`config.mk`:
```
export PLATFORM = sky130hd
export DESIGN_NAME = fifo_burst_reader
export DESIGN_NICKNAME = d
export VERILOG_FILES = /design/src/rtl/fifo_burst_reader.sv
export SDC_FILE = /design/constraint.sdc
export NUM_CORES = 1
export LEC_CHECK = 0
export CORE_MARGIN = 5
export CORE_UTILIZATION = 30
export CTS_CLUSTER_DIAMETER = 150
export DETAILED_ROUTE_END_ITERATION = 10
export PLACE_DENSITY_LB_ADDON = 0.08
export SETUP_SLACK_MARGIN = 0.15
export SYNTH_ARGS = -nofsm -noshare
export SYNTH_HDL_FRONTEND = slang
export SYNTH_SLANG_ARGS = --single-unit
```
`constraint.sdc`:
```
create_clock -name clk -period 6.43 [get_ports clk]
set_input_delay 1.286 -clock clk [delete_from_list [all_inputs] [get_ports clk]]
set_output_delay 1.286 -clock clk [all_outputs]
set_load 0.02 [all_outputs]
```
`src/rtl/fifo_burst_reader.sv`:
```
// Read-side burst controller for the synchronous FIFO: pops burst_len words and
// streams them out through a 2-entry buffer on a valid/ready interface.
module fifo_burst_reader #(
   parameter int unsigned FIFO_WIDTH = 16,
   parameter int unsigned BURST_W    = 8
) (
   input  logic                  clk,
   input  logic                  rst_n,
   input  logic                  start,
   input  logic [BURST_W-1:0]    burst_len,
   output logic                  busy,
   output logic                  done,
   input  logic                  fifo_empty,
   input  logic                  fifo_underflow,
   input  logic [FIFO_WIDTH-1:0] fifo_data_out,
   output logic                  fifo_rd_en,
   output logic [FIFO_WIDTH-1:0] m_data,
   output logic                  m_valid,
   input  logic                  m_ready,
   output logic [BURST_W-1:0]    rd_count,
   output logic                  err_underflow
);

   localparam int unsigned OCC_W = 2;

   typedef enum logic [1:0] {IDLE, READ, DRAIN, DONE} state_t;

   state_t                state, state_nxt;
   logic [BURST_W-1:0]    len_q, len_nxt;
   logic [BURST_W-1:0]    issued_q, issued_nxt;
   logic [BURST_W-1:0]    rd_count_nxt;
   logic                  inflight_q;
   logic [OCC_W-1:0]      occ_q, occ_nxt;
   logic [FIFO_WIDTH-1:0] buf1_q, buf1_nxt, m_data_nxt;
   logic                  err_nxt;
   logic                  push, pop, uf_cap;

   // Credit check counts the word in flight so the buffer can never overflow.
   always_comb begin
      fifo_rd_en = (state == READ) && !fifo_empty && (issued_q < len_q) &&
                   ((3'(occ_q) + 3'(inflight_q)) < 3'd2);
   end

   // Output buffer: m_data is the head entry, buf1_q the second.
   always_comb begin
      pop        = m_valid && m_ready;
      push       = inflight_q && !fifo_underflow;
      occ_nxt    = occ_q;
      m_data_nxt = m_data;
      buf1_nxt   = buf1_q;
      case ({push, pop})
         2'b10: begin
            if (occ_q == OCC_W'(0)) m_data_nxt = fifo_data_out;
            else                    buf1_nxt   = fifo_data_out;
            occ_nxt = occ_q + OCC_W'(1);
         end
         2'b01: begin
            if (occ_q == OCC_W'(2)) m_data_nxt = buf1_q;
            occ_nxt = occ_q - OCC_W'(1);
         end
         2'b11: begin
            if (occ_q == OCC_W'(1)) begin
               m_data_nxt = fifo_data_out;
            end else begin
               m_data_nxt = buf1_q;
               buf1_nxt   = fifo_data_out;
            end
         end
         default: ;
      endcase
   end

   // Next-state and counter logic.
   always_comb begin
      state_nxt    = state;
      len_nxt      = len_q;
      issued_nxt   = issued_q;
      rd_count_nxt = rd_count;
      err_nxt      = err_underflow;
      uf_cap       = inflight_q && fifo_underflow;

      if (pop && (rd_count != len_q)) rd_count_nxt = rd_count + BURST_W'(1);
      if (fifo_rd_en) issued_nxt = issued_nxt + BURST_W'(1);
      // A failed read is forgotten so the same word gets requested again.
      if (uf_cap) begin
         err_nxt    = 1'b1;
         issued_nxt = issued_nxt - BURST_W'(1);
      end

      case (state)
         IDLE: begin
            if (start) begin
               if (burst_len != BURST_W'(0)) begin
                  state_nxt    = READ;
                  len_nxt      = burst_len;
                  issued_nxt   = '0;
                  rd_count_nxt = '0;
                  err_nxt      = 1'b0;
               end else begin
                  state_nxt = DONE;
               end
            end
         end
         READ: begin
            if (issued_nxt == len_q) state_nxt = DRAIN;
         end
         DRAIN: begin
            if (uf_cap)                                       state_nxt = READ;
            else if (!inflight_q && (occ_q == OCC_W'(0)))    state_nxt = DONE;
         end
         DONE:    state_nxt = IDLE;
         default: state_nxt = IDLE;
      endcase
   end

   always_ff @(posedge clk or negedge rst_n) begin
      if (!rst_n) begin
         state         <= IDLE;
         len_q         <= '0;
         issued_q      <= '0;
         inflight_q    <= 1'b0;
         occ_q         <= '0;
         buf1_q        <= '0;
         m_data        <= '0;
         m_valid       <= 1'b0;
         rd_count      <= '0;
         err_underflow <= 1'b0;
         busy          <= 1'b0;
         done          <= 1'b0;
      end else begin
         state         <= state_nxt;
         len_q         <= len_nxt;
         issued_q      <= issued_nxt;
         inflight_q    <= fifo_rd_en;
         occ_q         <= occ_nxt;
         buf1_q        <= buf1_nxt;
         m_data        <= m_data_nxt;
         m_valid       <= (occ_nxt != OCC_W'(0));
         rd_count      <= rd_count_nxt;
         err_underflow <= err_nxt;
         busy          <= (state_nxt == READ) || (state_nxt == DRAIN);
         done          <= (state_nxt == DONE);
      end
   end

endmodule

```
==> flow_metrics.env, run 1 <==
export IMPL_hold_buffers=0
export IMPL_drt_initial_drc_count=161
export IMPL_wl_per_cell_um=16.1
export IMPL_syn_area_per_cell_sq_um=9.63
export IMPL_cp_arrival_ns=5.05
export IMPL_cts_root_buffer="clkbuf_16"
export IMPL_clk_latency_ns=0.33
export IMPL_die_y_um=123
export IMPL_dp_cells=615
export IMPL_ys_warn_count=0
export IMPL_layout_cells_non_filler=631
export IMPL_cts_buffer_depth=2
export IMPL_hold_viol_final=0
export IMPL_drt_vias_per_instance=4.94
export IMPL_clk_pin_slew_ns=0.06
export IMPL_crit_chain="clkdlybuf4s50_1 > a211oi_1 > and4_1 > o211ai_4 > inv_4 > xnor2_2 > ha_1 > and3_1 > xnor2_1 > xnor2_1 > xnor2_1 > or4_1 > nor4_4 > a31oi_1 > ha_1"
export IMPL_slew_limit_headroom_pct=43.1
export IMPL_cp_required_ns=6.64
export IMPL_cp_start_kind="input pin"
export IMPL_status="completed"
export IMPL_whs_ns=0.506
export IMPL_synth_cells=399
export IMPL_grt_overflow=0
export IMPL_final_core_util_pct=39.1
export IMPL_p_int_uw=1500
export IMPL_ant_nets=0
export IMPL_grt_max_degree=66
export IMPL_antenna_found_initial=0
export IMPL_reg2reg_slack_ns=2.08
export IMPL_drive_gt1_share_pct=11.3
export IMPL_ir_worst_vdd_mv=0.250
export IMPL_hold_class="flop to flop"
export IMPL_io_pins=59
export IMPL_setup_violations=0
export IMPL_drv_slew=0
export IMPL_crit_path_frequent_cell="xnor2_1"
export IMPL_cts_buffers=9
export IMPL_fin_nets=502
export IMPL_drt_pass1_iterations=4
export IMPL_power_switching_uw=1090
export IMPL_fin_skew_ns=0.00593
export IMPL_drcViolationCount=0
export IMPL_cts_tree="yes"
export IMPL_first_global_vias=3203
export IMPL_fin_area_sq_um=4920
export IMPL_p_clk_share_pct=19.3
export IMPL_fillCellCount=1236
export IMPL_grt_pass1_wl_um=16600
export IMPL_p_leak_uw=0.00204
export IMPL_syn_nets=447
export IMPL_clock_sinks=65
export IMPL_min_period_over_period_pct=75.2
export IMPL_ys_flop_type="dfrtp_1"
export IMPL_areaGrowthSynthToFinish_pct=27.9
export IMPL_max_freq_mhz=207
export IMPL_coreArea_sq_um=12600
export IMPL_rsz0062_at_grt="false"
export IMPL_end_kind="flop"
export IMPL_synth_seq_cells=65
export IMPL_die_x_um=123
export IMPL_num_rows=41
export IMPL_final_min_clock_period_ns=4.84
export IMPL_place_congestion=0.812
export IMPL_crit_slowest_cell="or4_1"
export IMPL_p_seq_share_pct=31.7
export IMPL_pwr_share_comb_pct=48.9
export IMPL_pwr_density_cell_nw_per_um2=527
export IMPL_multi_input_area_sq_um=2080
export IMPL_synth_cell_type_count=55
export IMPL_synthesis_area_sq_um=3840
export IMPL_critical_path_max_fanout=14
export IMPL_setup_tns_final_ns=0
export IMPL_grt_usage_pct=14.2
export IMPL_via_count=3119
export IMPL_wl_um=10200
export IMPL_dieArea_sq_um=15200
export IMPL_post_cts_resized=0
export IMPL_worst_pin_slew_ns=0.853
export IMPL_swShare_pct=42.1
export IMPL_synth_edff_count=0
export IMPL_cap_violations=0
export IMPL_dp_hpwl_um=7460
export IMPL_worst_setup_path_type="input pin to flop"
export IMPL_dpl_cell_area_sq_um=4610
export IMPL_max_stage_delay_ns=0.57
export IMPL_antenna_cells=0
export IMPL_cts_htree_levels=3
export IMPL_yosysSeqAreaShare_pct=42.3
export IMPL_async_flop_share_pct=100
export IMPL_start_util_pct=30.6
export IMPL_postCtsSetupRepairBufs=0
export IMPL_regArea_sq_um=1630
export IMPL_port_buffer_count=58
## kinds of logic (layout without fill, tap and decap cells)
| logic type | count (synthesis) | count (layout) | share of synthesized area (%) |
|---|---|---|---|
| muxes | 22 | 22 | 6.32 |
| AOI/OAI and AO/OA | 90 | 90 | 16.2 |
| buffers and inverters | 39 | 99 | 4.13 |
| and+or+nand+nor | 133 | 133 | 17.3 |
| DFF | 65 | 65 | 42.3 |
| adders and majority gates | 18 | 18 | 5.86 |
| xor gates and xnor gates | 32 | 32 | 7.85 |
## routing by layer
layer  global-route usage (%)  wire, um  vias to the layer above
li1                         -         -                     1529
met1                     19.0      4830                     1506
met2                     22.2      4620                       71
met3                     4.44       539                       13
met4                     4.22       162                        0
met5                        0         0                        -
## layout by cell type, fill, tap and decap left out, types with 3 or more instances in the layout
cell	instances
a21oi_1	26
inv_1	19
dfrtp_1	65
clkdlybuf4s50_1	57
mux2i_1	4
nor2_1	51
xor2_1	17
mux2_2	18
nor3_1	4
or4_1	3
o211ai_1	7
xnor2_1	13
buf_4	5
and4_1	3
o21ai_0	16
nand4_1	7
a22oi_1	17
ha_1	18
clkbuf_16	9
nand3_1	5
a211o_1	4
a211oi_1	4
and3_1	6
or3_1	3
nor4_1	3
nand2_1	29
nor2b_1	4
or2_2	4
## critical path: cells and delay by family
kind	cells	cell delay, ns
adder cells (fa/ha/maj)	2	0.54
AO/OA/AOI/OAI	3	0.66
buffers and inverters	2	0.59
AND/OR/NAND/NOR	4	1.35
XOR/XNOR	4	0.62
## cells in the mapped netlist, drive strengths merged (5+ instances only)
master	count	area (sq um)
nand4	7	43.8
xor2	17	149
nor2	52	195
nand2	29	109
a22oi	17	128
and3	6	37.5
a211oi	5	42.5
or2	5	33.8
clkbuf	15	56.3
o21ai	17	85.1
mux2	18	203
xnor2	14	130
nand3	5	25.0
ha	18	225
a21oi	26	130
o211ai	8	73.8
inv	20	77.6
dfrtp	65	1630
## power groups by stage
stage	Sequential [uW]	Clock, uW	Combinational (uW)
2_1_floorplan	815	0	858
3_3_place_gp	830	0	1270
3_5_place_dp	831	0	1270
4_1_cts	827	518	1280
5_1_grt	858	543	1400
6_report	822	501	1270
## state kept, by name (all words and copies together) (netlist names)
register and cells:
rd_count 8, done 1, err_underflow 1, m_data 16
occ_q 2, state 2, busy 1, m_valid 1
issued_q 8, len_q 8, buf1_q 16, inflight_q 1
## area by class of cell
cell class | count | area share (%)
Multi-Input combinational cell | 295 | 42.3
Sequential cell | 65 | 33.1
Timing Repair Buffer | 63 | 12.5
Clock buffer | 11 | 4.94
Tap cell | 172 | 4.38
Inverter | 20 | 1.58
Clock inverter | 5 | 1.30
## path summary, 6_finish.rpt
path | from | endpoint | cells after the start
max in group asynchronous | rst_n | buf1_q[8]$_DFFE_PN0P_ | 2
worst max register to register | len_q[7]$_DFFE_PN0P_ | busy$_DFF_PN0_ | 16
worst min-delay path | buf1_q[6]$_DFFE_PN0P_ | buf1_q[6]$_DFFE_PN0P_ | 1
worst min register to register | buf1_q[6]$_DFFE_PN0P_ | buf1_q[6]$_DFFE_PN0P_ | 1
worst max-delay path | fifo_empty | busy$_DFF_PN0_ | 15
min in group asynchronous | rst_n | issued_q[4]$_DFF_PN0_ | 2
## stage by stage
step	setup WS [ns]	total power (uW)
floorplan	2.21	1670
global route	1.39	2800
finish	1.59	2590
global placement	1.38	2100
CTS	1.60	2630
detailed placement	1.27	2110
(Power assumes the default switching activity.)
==> run 2, diff against run 1 <==
clock period = 4.25 ns   (was 6.43 ns; I/O delays follow)
==> run 2 against run 1 <==
Die area unchanged. Sequential power rose by 42%. Flip-flop and latch count stayed put. Clock power increased by 84%. Sequential share of layout area shrank 1.7 points. Register-to-register slack lost 1.6 ns. First-iteration DRC count rose by 20%. Combinational power rose by 72%. Hold slack lost 0.0057 ns. Cell area is 5.5% higher. Global-route usage up 0.21 points. Critical path depth is 1 higher.
==> flow_metrics.env, run 2 (synthesis results as in run 1) <==
export IMPL_io_pins=59
export IMPL_drt_vias_per_instance=4.84
export IMPL_fin_nets=521
export IMPL_cp_top_family="simple AND/OR/NAND/NOR gates"
export IMPL_grt_usage_pct=14.4
export IMPL_die_y_um=123
export IMPL_setup_tns_final_ns=0
export IMPL_clock_sinks=65
export IMPL_drcViolationCount=0
export IMPL_clk_pin_slew_ns=0.05
export IMPL_cts_root_buffer="clkbuf_16"
export IMPL_critical_path_max_fanout=4
export IMPL_r2r_end="busy$_DFF_PN0_"
export IMPL_status="completed"
export IMPL_fillCellCount=1245
export IMPL_ant_nets=0
export IMPL_final_min_clock_period_ns=3.93
export IMPL_cts_buffer_depth=2
export IMPL_final_cell_mix="dfrtp_1, clkdlybuf4s50_1, nor2_1"
export IMPL_holdPathStages=2
export IMPL_coreArea_sq_um=12600
export IMPL_slew_limit_headroom_pct=51.4
export IMPL_hold_class="flop to flop"
export IMPL_dp_hpwl_um=7690
export IMPL_dieArea_sq_um=15200
export IMPL_regArea_sq_um=1630
export IMPL_num_rows=41
export IMPL_crit_chain="clkdlybuf4s50_1 > a211oi_2 > buf_4 > and4_4 > o211ai_4 > inv_4 > xnor2_4 > ha_2 > and3_4 > xnor2_2 > xnor2_2 > xnor2_1 > or4_4 > nor4_4 > a31oi_2 > ha_1"
export IMPL_die_x_um=123
export IMPL_final_common_cell="dfrtp_1"
export IMPL_reg2regPathDepth=17
export IMPL_p_leak_uw=0.00218
export IMPL_hold_viol_final=0
export IMPL_cp_depth=16
export IMPL_end_kind="flop"
export IMPL_ir_worst_vdd_mv=0.312
export IMPL_timing_final_ws_setup_ns=0.318
export IMPL_rr_startpoint="len_q[7]$_DFFE_PN0P_"
export IMPL_cts_buffers=9
export IMPL_port_buffer_count=58
export IMPL_fin_skew_ns=0.00622
export IMPL_min_to="err_underflow$_DFF_PN0_"
export IMPL_first_global_vias=3264
export IMPL_drive_gt1_share_pct=17.4
export IMPL_top_regs="buf1_q: 16 flops, m_data: 16 flops"
export IMPL_cp_arrival_ns=4.14
export IMPL_cp_required_ns=4.46
export IMPL_wl_um=10400
export IMPL_drt_initial_drc_count=193
export IMPL_grt_pass1_wl_um=16800
export IMPL_antenna_found_initial=0
export IMPL_path_buf_inv=3
export IMPL_drt_pass1_iterations=4
export IMPL_min_period_over_period_pct=92.5
export IMPL_worst_pin_slew_ns=0.729
export IMPL_hp_start="err_underflow$_DFF_PN0_"
export IMPL_cp_start_kind="input pin"
export IMPL_reg2reg_slack_ns=0.44
export IMPL_pwr_density_cell_nw_per_um2=825
export IMPL_wl_per_cell_um=16.0
export IMPL_crit_slowest_cell="or4_4"
export IMPL_cap_violations=0
export IMPL_grt_max_degree=39
export IMPL_start_util_pct=30.6
export IMPL_place_congestion=0.809
export IMPL_areaGrowthSynthToFinish_pct=35.0
export IMPL_hold_buffers=0
export IMPL_crit_path_frequent_cell="xnor2_2"
export IMPL_clk_latency_ns=0.33
export IMPL_setup_violations=0
export IMPL_power_uw=4280
export IMPL_max_stage_delay_ns=0.43
export IMPL_via_count=3143
export IMPL_worst_setup_path_type="input pin to flop"
export IMPL_multi_input_area_sq_um=2140
export IMPL_cts_htree_levels=3
export IMPL_pre_cts_slack_ns=-0.153
export IMPL_max_freq_mhz=254
export IMPL_drv_slew=0
export IMPL_antenna_cells=0
export IMPL_grt_overflow=0
export IMPL_cts_tree="yes"
export IMPL_rsz0062_at_grt="false"
[run 2: how the worst max path moves through the flow]
stage | from | end
after floorplan | fifo_empty | busy$_DFF_PN0_
after global placement | fifo_empty | busy$_DFF_PN0_
after detailed placement | fifo_empty | busy$_DFF_PN0_
after CTS | fifo_empty | busy$_DFF_PN0_
after global routing | fifo_empty | busy$_DFF_PN0_
final | fifo_empty | busy$_DFF_PN0_
[run 2: power by group]
part / switching [uW] / internal, uW / leakage [uW]
Clock: 287 / 633 / 0.000180
Combinational: 1160 / 1030 / 0.00123
Sequential: 253 / 917 / 0.000762
[run 2: per-layer routing]
metal / track usage, % / up-vias / part of all wire, %
met2: 23.0 / 67 / 46
met5: 0 / - / 0
met3: 3.71 / 13 / 4.9
met4: 4.22 / 0 / 1.5
li1: - / 1562 / -
met1: 19.4 / 1501 / 48
[run 2: tightest hold or removal path: cells and delay by family, from the launching register on]
family	cells	cell delay (ns)
flops	1	0.34
simple gates	2	0.12
[run 2: repair_timing]
item | 4_1_cts | 5_1_grt
gates resized for setup | 0 | 13
setup endpoints to repair | 0 | 2
buffers inserted | 0 | 1
hold endpoints to repair | 0 | 0
[run 2: metrics by stage]
stage / hold slack [ns] / cell area [sq um] / instances / utilization [%]
detailed placement: 0.492 / 4750 / 633 / 37.8
global route: 0.517 / 5190 / 650 / 41.3
CTS: 0.507 / 5110 / 649 / 40.7
global placement: 0.487 / 4750 / 633 / 37.8
floorplan: 0.480 / 3840 / 399 / -
finish: 0.501 / 5190 / 650 / 41.3
[run 2: layout make-up]
class / instances / share of cell area (%)
clock inverter: 7 / 2.75
sequential: 65 / 31.4
multi-input combinational: 295 / 41.3
inverter: 20 / 1.50
tap: 172 / 4.15
timing repair buffer: 82 / 14.6
clock buffer: 9 / 4.34
